[config.mk]
export PLATFORM = sky130hd
export DESIGN_NAME = piece_bag_queue
export DESIGN_NICKNAME = d
export VERILOG_FILES = /design/src/rtl/tetris_pkg.sv /design/src/rtl/lfsr16.sv /design/src/rtl/piece_bag_queue.sv
export SDC_FILE = /design/constraint.sdc
export NUM_CORES = 1
export LEC_CHECK = 0
export CAP_MARGIN = 20
export CORE_ASPECT_RATIO = 1.4
export CORE_MARGIN = 1
export CORE_UTILIZATION = 54
export CTS_BUF_LIST = sky130_fd_sc_hd__clkbuf_8 sky130_fd_sc_hd__clkbuf_16
export CTS_CLUSTER_SIZE = 30
export DETAILED_ROUTE_END_ITERATION = 7
export GPL_ROUTABILITY_DRIVEN = 0
export PLACE_DENSITY = 0.73
export SKIP_CTS_REPAIR_TIMING = 1
export SLEW_MARGIN = 20
export SYNTH_ARGS = -nofsm -noshare
export SYNTH_HDL_FRONTEND = slang
export SYNTH_HIERARCHICAL = 1
export SYNTH_SLANG_ARGS = --single-unit
[constraint.sdc]
create_clock -name clk -period 7.2 [get_ports clk]
set_input_delay 0.72 -clock clk [delete_from_list [all_inputs] [get_ports clk]]
set_output_delay 0.72 -clock clk [all_outputs]
set_load 0.005 [all_outputs]
[src/rtl/tetris_pkg.sv]
// Shared Tetris definitions: standard piece indices and LFSR constants.
package tetris_pkg;

  localparam int unsigned NUM_STD_PIECES    = 7;
  localparam logic [15:0] LFSR_DEFAULT_SEED = 16'hACE1;
  // Fibonacci taps 16,14,13,11 as bit positions 15,13,12,10
  localparam logic [15:0] LFSR_TAPS         = 16'hB400;

  typedef enum logic [2:0] {
    PieceI = 3'd0,
    PieceO = 3'd1,
    PieceT = 3'd2,
    PieceS = 3'd3,
    PieceZ = 3'd4,
    PieceJ = 3'd5,
    PieceL = 3'd6
  } piece_e;

  function automatic logic [15:0] lfsr_next(input logic [15:0] state);
    return {state[14:0], ^(state & LFSR_TAPS)};
  endfunction

endpackage

[src/rtl/lfsr16.sv]
// 16-bit Fibonacci LFSR, free-running after reset, with synchronous parallel load.
module lfsr16
  import tetris_pkg::*;
#(
  parameter logic [15:0] RESET_VAL = LFSR_DEFAULT_SEED
) (
  input  logic        clk,
  input  logic        rst,
  input  logic        load,
  input  logic [15:0] load_val,
  output logic [15:0] q
);

  always_ff @(posedge clk or negedge rst) begin
    if (!rst) begin
      q <= RESET_VAL;
    end else if (load) begin
      q <= load_val;
    end else begin
      q <= lfsr_next(q);
    end
  end

endmodule

[src/rtl/piece_bag_queue.sv]
// Bag-randomised piece source feeding a registered preview queue.
// Optional macro PIECE_SEED_LOAD_EN adds seed_load/seed ports for runtime reseeding.
module piece_bag_queue
  import tetris_pkg::*;
#(
  parameter int unsigned  NUM_PIECES = NUM_STD_PIECES,
  parameter int unsigned  NEXT_DEPTH = 3,
  parameter logic [15:0]  SEED       = LFSR_DEFAULT_SEED,
  localparam int unsigned PW         = $clog2(NUM_PIECES),
  localparam int unsigned CW         = $clog2(NEXT_DEPTH + 1)
) (
  input  logic                     clk,
  input  logic                     rst,
  input  logic                     take,
`ifdef PIECE_SEED_LOAD_EN
  input  logic                     seed_load,
  input  logic [15:0]              seed,
`endif
  output logic [PW-1:0]            piece,
  output logic                     valid,
  output logic [NEXT_DEPTH*PW-1:0] preview,
  output logic [CW-1:0]            count,
  output logic                     bag_wrap
);

  localparam logic [15:0] SEED_EFF = (SEED == 16'd0) ? LFSR_DEFAULT_SEED : SEED;
  localparam logic [PW:0] NP       = NUM_PIECES[PW:0];

  logic [15:0]                     lfsr;
  logic                            load;
  logic [15:0]                     load_val;
  logic [NEXT_DEPTH-1:0][PW-1:0]   q_q, q_d;
  logic [CW-1:0]                   cnt_q, cnt_d;
  logic [NUM_PIECES-1:0]           mask_q, mask_d, mask_set, sel_oh;
  logic                            valid_q, valid_d;
  logic                            wrap_q, wrap_d;
  logic [PW-1:0]                   cand, sel;
  logic                            found;
  logic                            do_take;
  int unsigned                     pos;
  logic                            unused_lfsr;

`ifdef PIECE_SEED_LOAD_EN
  assign load     = seed_load;
  assign load_val = (seed == 16'd0) ? LFSR_DEFAULT_SEED : seed;
`else
  assign load     = 1'b0;
  assign load_val = 16'd0;
`endif

  lfsr16 #(
    .RESET_VAL(SEED_EFF)
  ) u_lfsr (
    .clk     (clk),
    .rst     (rst),
    .load    (load),
    .load_val(load_val),
    .q       (lfsr)
  );

  assign unused_lfsr = ^lfsr[15:PW];

  // Candidate folded into range, then first free slot at or after it (wrapping).
  always_comb begin
    cand = lfsr[PW-1:0];
    if ({1'b0, cand} >= NP) cand = cand - NP[PW-1:0];
    sel   = cand;
    found = 1'b0;
    pos   = 0;
    for (int unsigned k = 0; k < NUM_PIECES; k++) begin
      pos = 32'(cand) + k;
      if (pos >= NUM_PIECES) pos = pos - NUM_PIECES;
      if (!found && !mask_q[PW'(pos)]) begin
        sel   = PW'(pos);
        found = 1'b1;
      end
    end
    sel_oh      = '0;
    sel_oh[sel] = 1'b1;
    mask_set    = mask_q | sel_oh;
  end

  always_comb begin
    q_d     = q_q;
    cnt_d   = cnt_q;
    mask_d  = mask_q;
    wrap_d  = 1'b0;
    do_take = take && valid_q;
    if (do_take) begin
      for (int unsigned i = 0; i < NEXT_DEPTH - 1; i++) q_d[i] = q_q[i+1];
      q_d[NEXT_DEPTH-1] = '0;
      cnt_d = cnt_q - 1'b1;
    end
    if (cnt_d < CW'(NEXT_DEPTH)) begin
      for (int unsigned i = 0; i < NEXT_DEPTH; i++) begin
        if (cnt_d == CW'(i)) q_d[i] = sel;
      end
      cnt_d = cnt_d + 1'b1;
      if (&mask_set) begin
        mask_d = '0;
        wrap_d = 1'b1;
      end else begin
        mask_d = mask_set;
      end
    end
`ifdef PIECE_SEED_LOAD_EN
    if (seed_load) begin
      q_d    = '0;
      cnt_d  = '0;
      mask_d = '0;
      wrap_d = 1'b0;
    end
`endif
    valid_d = (cnt_d != '0);
  end

  always_ff @(posedge clk or negedge rst) begin
    if (!rst) begin
      q_q     <= '0;
      cnt_q   <= '0;
      mask_q  <= '0;
      valid_q <= 1'b0;
      wrap_q  <= 1'b0;
    end else begin
      q_q     <= q_d;
      cnt_q   <= cnt_d;
      mask_q  <= mask_d;
      valid_q <= valid_d;
      wrap_q  <= wrap_d;
    end
  end

  assign piece    = q_q[0];
  assign valid    = valid_q;
  assign preview  = q_q;
  assign count    = cnt_q;
  assign bag_wrap = wrap_q;

endmodule

# Word level (Yosys, flattened, before mapping)
# Cells that the tools add are included.
# totals
reg_bits	36
in_bits	3
output_inout_bits	16
wordCells	115
# classes
add_sub_neg	16
order_cmp	18
n_eq_ne	2
muxes	47
bitwise	1
n_reduce_logical	23
# op_table
operator	n
3-bit 2-to-1 mux	18
3-bit by 4-bit less-than comparator with 1-bit output (second input constant)	8
4-bit by 3-bit >= comparator with 1-bit output (second input constant)	6
3-bit subtractor (second input constant)	8
1-bit binary-select mux with 3-bit select	7
9-bit 2-to-1 mux	2
1-bit 2-to-1 mux	16
16-bit parity	1
3-bit by 3-bit adder with 4-bit output (second input constant)	3
1-bit zero test	11
3-bit by 2-bit adder with 4-bit output (second input constant)	2
1-bit logical AND	8
7-bit 2-to-1 mux	1
7-bit bitwise OR	1
7-bit AND reduction	1
3-bit >= comparator (second input constant)	2
3-bit by 1-bit adder with 4-bit output (second input constant)	1
2-bit 2-to-1 mux	2
1-bit demux with 3-bit select	1
3-bit by 1-bit >= comparator with 1-bit output (second input constant)	1
2-bit by 1-bit adder with 2-bit output (second input constant)	1
2-bit by 1-bit == test with 1-bit output (second input constant)	1
2-bit == test (second input constant)	1
2-bit zero test	1
3 further kinds	3

# Depth between registers and ports, before layout
# Gate-level depths: netlist (run 1).
# depth
depth_word	33
depth_mapped	22
mapped_depth_nobuf	18

# Hierarchy
# Netlist (run 1), hierarchy kept.
# modules_own_cells
module	instances	cells_per_inst	area_per_inst_um2	seq_area_each_um2
piece_bag_queue	1	388	3010.4	500.5
lfsr16	1	38	675.6	410.4

# Worst setup path after synthesis (run 1)
# OpenSTA, ideal clock, no wires.
# synth_timing
kind	register -> register
from	register u_lfsr.q[0]
to	register mask_q[5]
setup_time_ns	0.158
arrival_ns	5.231
required_time_ns	7.042
slack_ns	1.812
stages_incl_launch_ff	21
path_buffers	2
synth_period_minus_slack_ns	5.388
path_cell_list	dfstp_2 > ha_1 > ha_1 > or3b_2 > nand2_1 > buf_2 > ha_1 > ha_1 > clkbuf_1 > nand2b_1 > a21oi_1 > o32ai_4 > mux2i_1 > mux4_2 > nor4_4 > nand2_1 > a32oi_2 > nand2_2 > or4b_4 > a32oi_4 > a22oi_1
# synth_between
elab_chain_cells	32
word_cells_on_any_way	82
classes_between	add/sub: 14; order compare: 10; mux: 38; bitwise: 1; reduce/logical: 19
# synth_rtl
element	line	rtl
start, declared	lfsr16.sv:11	output logic [15:0] q
start signal, assigned	lfsr16.sv:18	q <= load_val;
start signal, assigned	lfsr16.sv:20	q <= lfsr_next(q);
3-bit subtractor or 3-bit >= comparator (tied branches)	piece_bag_queue.sv:66	if ({1'b0, cand} >= NP) cand = cand - NP[PW-1:0];
3-bit 2-to-1 mux *	piece_bag_queue.sv:66	
3-bit by 1-bit adder with 4-bit output	piece_bag_queue.sv:71	pos = 32'(cand) + k;
4-bit by 3-bit >= comparator with 1-bit output or 3-bit subtractor (tied branches)	piece_bag_queue.sv:72	if (pos >= NUM_PIECES) pos = pos - NUM_PIECES;
3-bit 2-to-1 mux	piece_bag_queue.sv:72	
1-bit binary-select mux with 3-bit select	piece_bag_queue.sv:73	if (!found && !mask_q[PW'(pos)]) begin
1-bit 2-to-1 mux (not written as such)	piece_bag_queue.sv:73	
1-bit zero test	piece_bag_queue.sv:73	
[... 16 more ...]	-	
3-bit 2-to-1 mux *	piece_bag_queue.sv:73	
3-bit by 4-bit less-than comparator with 1-bit output (not written as such) or 3-bit by 1-bit >= comparator with 1-bit output (tied branches)	piece_bag_queue.sv:79	sel_oh[sel] = 1'b1;
1-bit logical AND (not written as such)	piece_bag_queue.sv:79	
1-bit 2-to-1 mux (not written as such)	piece_bag_queue.sv:79	
1-bit demux with 3-bit select *	piece_bag_queue.sv:79	
7-bit bitwise OR *	piece_bag_queue.sv:80	mask_set = mask_q | sel_oh;
7-bit AND reduction	piece_bag_queue.sv:99	if (&mask_set) begin
7-bit 2-to-1 mux *	piece_bag_queue.sv:99	
end signal, assigned	piece_bag_queue.sv:127	mask_q <= mask_d;
end, declared	piece_bag_queue.sv:34	logic [NUM_PIECES-1:0] mask_q, mask_d, mask_set, sel_oh;
# Every way passes the cells marked *; elsewhere a longest branch is shown, timed or not. The select of a mux whose other input is x is not followed.
# A chain may end at the register's enable or synchronous reset.

# Worst setup path after layout (run 1)
# layout_timing
from	register u_lfsr.q[1]
to	register mask_q[5]
# Same word-level chain as after synthesis.

==> results of run 1 <==
through the flow:
| stage | instance area [µm²] | hold WS [ps] | utilization (%) |
|---|---|---|---|
| floorplan | 3750 | 424 | - |
| finish | 4000 | 483 | 60.8 |
| global placement | 3890 | 458 | 59.2 |
| detailed placement | 3890 | 468 | 59.2 |
| CTS | 4000 | 486 | 60.8 |
| global route | 4000 | 511 | 60.8 |
worst max-delay path by stage:
stage          slack [ps]             startpoint  cells past startpoint                    end
2_1_floorplan        1810  u_lfsr/q[0]$_DFF_PN1_                     20  mask_q[5]$_DFFE_PN0N_
3_3_place_gp          840  u_lfsr/q[1]$_DFF_PN0_                     19  mask_q[5]$_DFFE_PN0N_
3_5_place_dp          710  u_lfsr/q[0]$_DFF_PN1_                     18  mask_q[5]$_DFFE_PN0N_
4_1_cts               680  u_lfsr/q[0]$_DFF_PN1_                     18  mask_q[3]$_DFFE_PN0N_
5_1_grt               240  u_lfsr/q[0]$_DFF_PN1_                     18  mask_q[5]$_DFFE_PN0N_
6_report              640  u_lfsr/q[1]$_DFF_PN0_                     18  mask_q[5]$_DFFE_PN0N_
critical path: stages (launching register included):
cell and delay (ps):
dfrtp_1 520, ha_1 260, ha_1 320, or3b_2 650, nand2_1 140, buf_4 230
ha_1 220, ha_1 390, nand2b_1 160, a21oi_1 70, o32ai_4 440, mux2i_1 160
mux4_2 630, nor4_4 440, nand2_1 110, a21oi_1 620, or4b_4 560, a32oi_4 350
a22oi_1 110
final cells by class:
cell class	instances	area, µm²
clock buffers	5	68.8
clock inverters	3	38.8
fillers	588	2570
inverters	17	63.8
multi-input cells	359	2600
flip-flops and latches	36	911
well taps	74	92.6
repair buffers	23	218
cells in the final DEF (no fill, tap or decap), types with 17 or more instances in the layout:
cell | Yosys | final
nand2_1 | 36 | 36
a21oi_1 | 36 | 36
dfrtp_1 | 28 | 28
nor2_1 | 25 | 25
mux2i_1 | 24 | 24
o21ai_0 | 24 | 24
clkdlybuf4s50_1 | 0 | 18
conb_1 | 2 | 18
mux2_2 | 17 | 17
inv_1 | 16 | 17
power breakdown:
part | internal [mW] | leakage, nW | switching, mW | total (mW)
clock | 0.101 | 0.0593 | 0.0691 | 0.170
sequential | 0.260 | 0.412 | 0.128 | 0.388
combinational | 0.597 | 1.20 | 0.857 | 1.45
total | 0.958 | 1.67 | 1.05 | 2.01
Yosys cell counts, types with 6 or more instances:
| cell type | instances |
|---|---|
| clkbuf_1 | 18 |
| nor2b_1 | 7 |
| a21oi_1 | 36 |
| dfstp_2 | 8 |
| nor2_1 | 25 |
| mux2_2 | 17 |
| a21o_1 | 6 |
| inv_1 | 16 |
| nor3_1 | 8 |
| o21ai_0 | 24 |
| nand3_1 | 14 |
| mux2i_1 | 24 |
| a211oi_1 | 7 |
| xnor2_1 | 6 |
| ha_1 | 10 |
| dfrtp_1 | 28 |
| mux2_4 | 9 |
| and2_1 | 8 |
| nand4_1 | 7 |
| nand2_1 | 36 |
flip-flops by register name, summed over array words and instances (netlist names):
signal and count:
u_lfsr/q 16, mask_q 7, preview 6, piece 3
count 2, bag_wrap 1, valid 1
metal layers:
| metal | up-vias | global-route usage (%) | wire, µm | part of all wire (%) |
|---|---|---|---|---|
| li1 | 1623 | - | - | - |
| met1 | 1682 | 36.7 | 4150 | 40 |
| met2 | 145 | 52.8 | 5030 | 49 |
| met3 | 50 | 4.05 | 644 | 6.3 |
| met4 | 0 | 14.2 | 440 | 4.3 |
| met5 | - | 0 | 0 | 0 |
cells by family after synthesis:
group           after synthesis  share of synthesized area (%)
fa+ha+maj                    10                           3.39
other cells                   2                          0.204
buf+inv                      47                           6.31
flops                        36                           24.7
simple gates                140                           20.8
xor+xnor                      7                           1.66
compound gates              131                           25.7
mux                          53                           17.2
==> results.ini, run 1 <==
[sta]
maxSlewViolCount=0
fmax_mhz=152
rsz0062_at_grt=false
fin_ws_ps=641
finalCritPeriodShare_pct=91.1
slew_headroom_pct=41.8
finalSetupTns_ps=0
skew_ps=6.76
setup_violations=0
hold_viol=0
worstMarginPinSlew_ps=849
post-route-min-period_ps=6560

[synth]
synth_seq_cells=36
async_flop_share_pct=100
synth-edff-count=0
netlist_top_cells_area=dfrtp_1 (19%), mux2i_1 (6.5%), dfstp_2 (5.7%)
ys_types=79
synth_top_cell_area_share_pct=19.0
ys_seq_area_share_pct=24.7
synth_top_area_cell=dfrtp_1
netlist_instances=426
avgSynthCellArea_um2=8.65
ys_dominant_reg_cell=dfrtp_1
syn_area_um2=3690
yosysWarningCount=6

[worst_hold_path]
hp-start=u_lfsr/q[14]$_DFF_PN0_
holdPathStages=1
min-delay-path-class=reg2reg
hold_path_end=u_lfsr/q[15]$_DFF_PN1_

[grt]
grt_use_total_pct=30.4
grt_pass1_wl_um=17100
grt_pass1_vias=3397
grt_overflow=0
grt_max_degree=37
antenna_found_initial=0

[die]
rows=35
coreArea_um2=6570
die-area_um2=7160
fp.dieW_um=71.8
ios=19
die_h_um=99.8
initial_core_util_pct=56.1

[clock_tree]
cts_made_buffers=5
cts-root-buf=clkbuf_8
cts.clk_slew.worst_paths_ps=70
cts.sinks=36
cts_tree=done
clock_latency_ps=290
htreeDepth=2
clockBufferDepth=2

[power]
peakVddDrop_mv=0.335
power_mw=2.01
p_leak_nw=1.67
pwr_density_cell_nw_per_um2=504

[setup_path]
required_ps=7330
critPathArrivalTime_ps=6690
r2r-start=u_lfsr/q[1]$_DFF_PN0_
crit_type=reg2reg
r2r_slack_ps=640
start_kind=flip-flop
rr_worst_depth=18
crit_fanout=13
endpoint_kind=flip-flop
r2r_end=mask_q[5]$_DFFE_PN0N_

[route]
drt_wl_total_um=10300
postRouteAntennaNets=0
drc=0
drt_iter0_markers=404
routedWlPerCell_um=19.9
via_count=3500
dr.pass1.iters=5
vias_per_cell=6.77

[placed_design]
hpwl_um=7340
placedCellCount=509
pre_cts_slack_ps=712
io_buffers=18

[finish]
final_nets=455
final_cells=517
drive_gt1_share_pct=15.8
n_antenna_cell=0
areaGrowthSynthToFinish_pct=8.38

[status]
outcome=finished clean

[job]
cap_violations=0

No activity file was read; power rests on OpenSTA's default activity.
==> run 2, diff against run 1 <==
SLEW_MARGIN = default   (was 20)
==> results of run 2 <==
Final layout, timing and power as in run 1 (identical DEF).
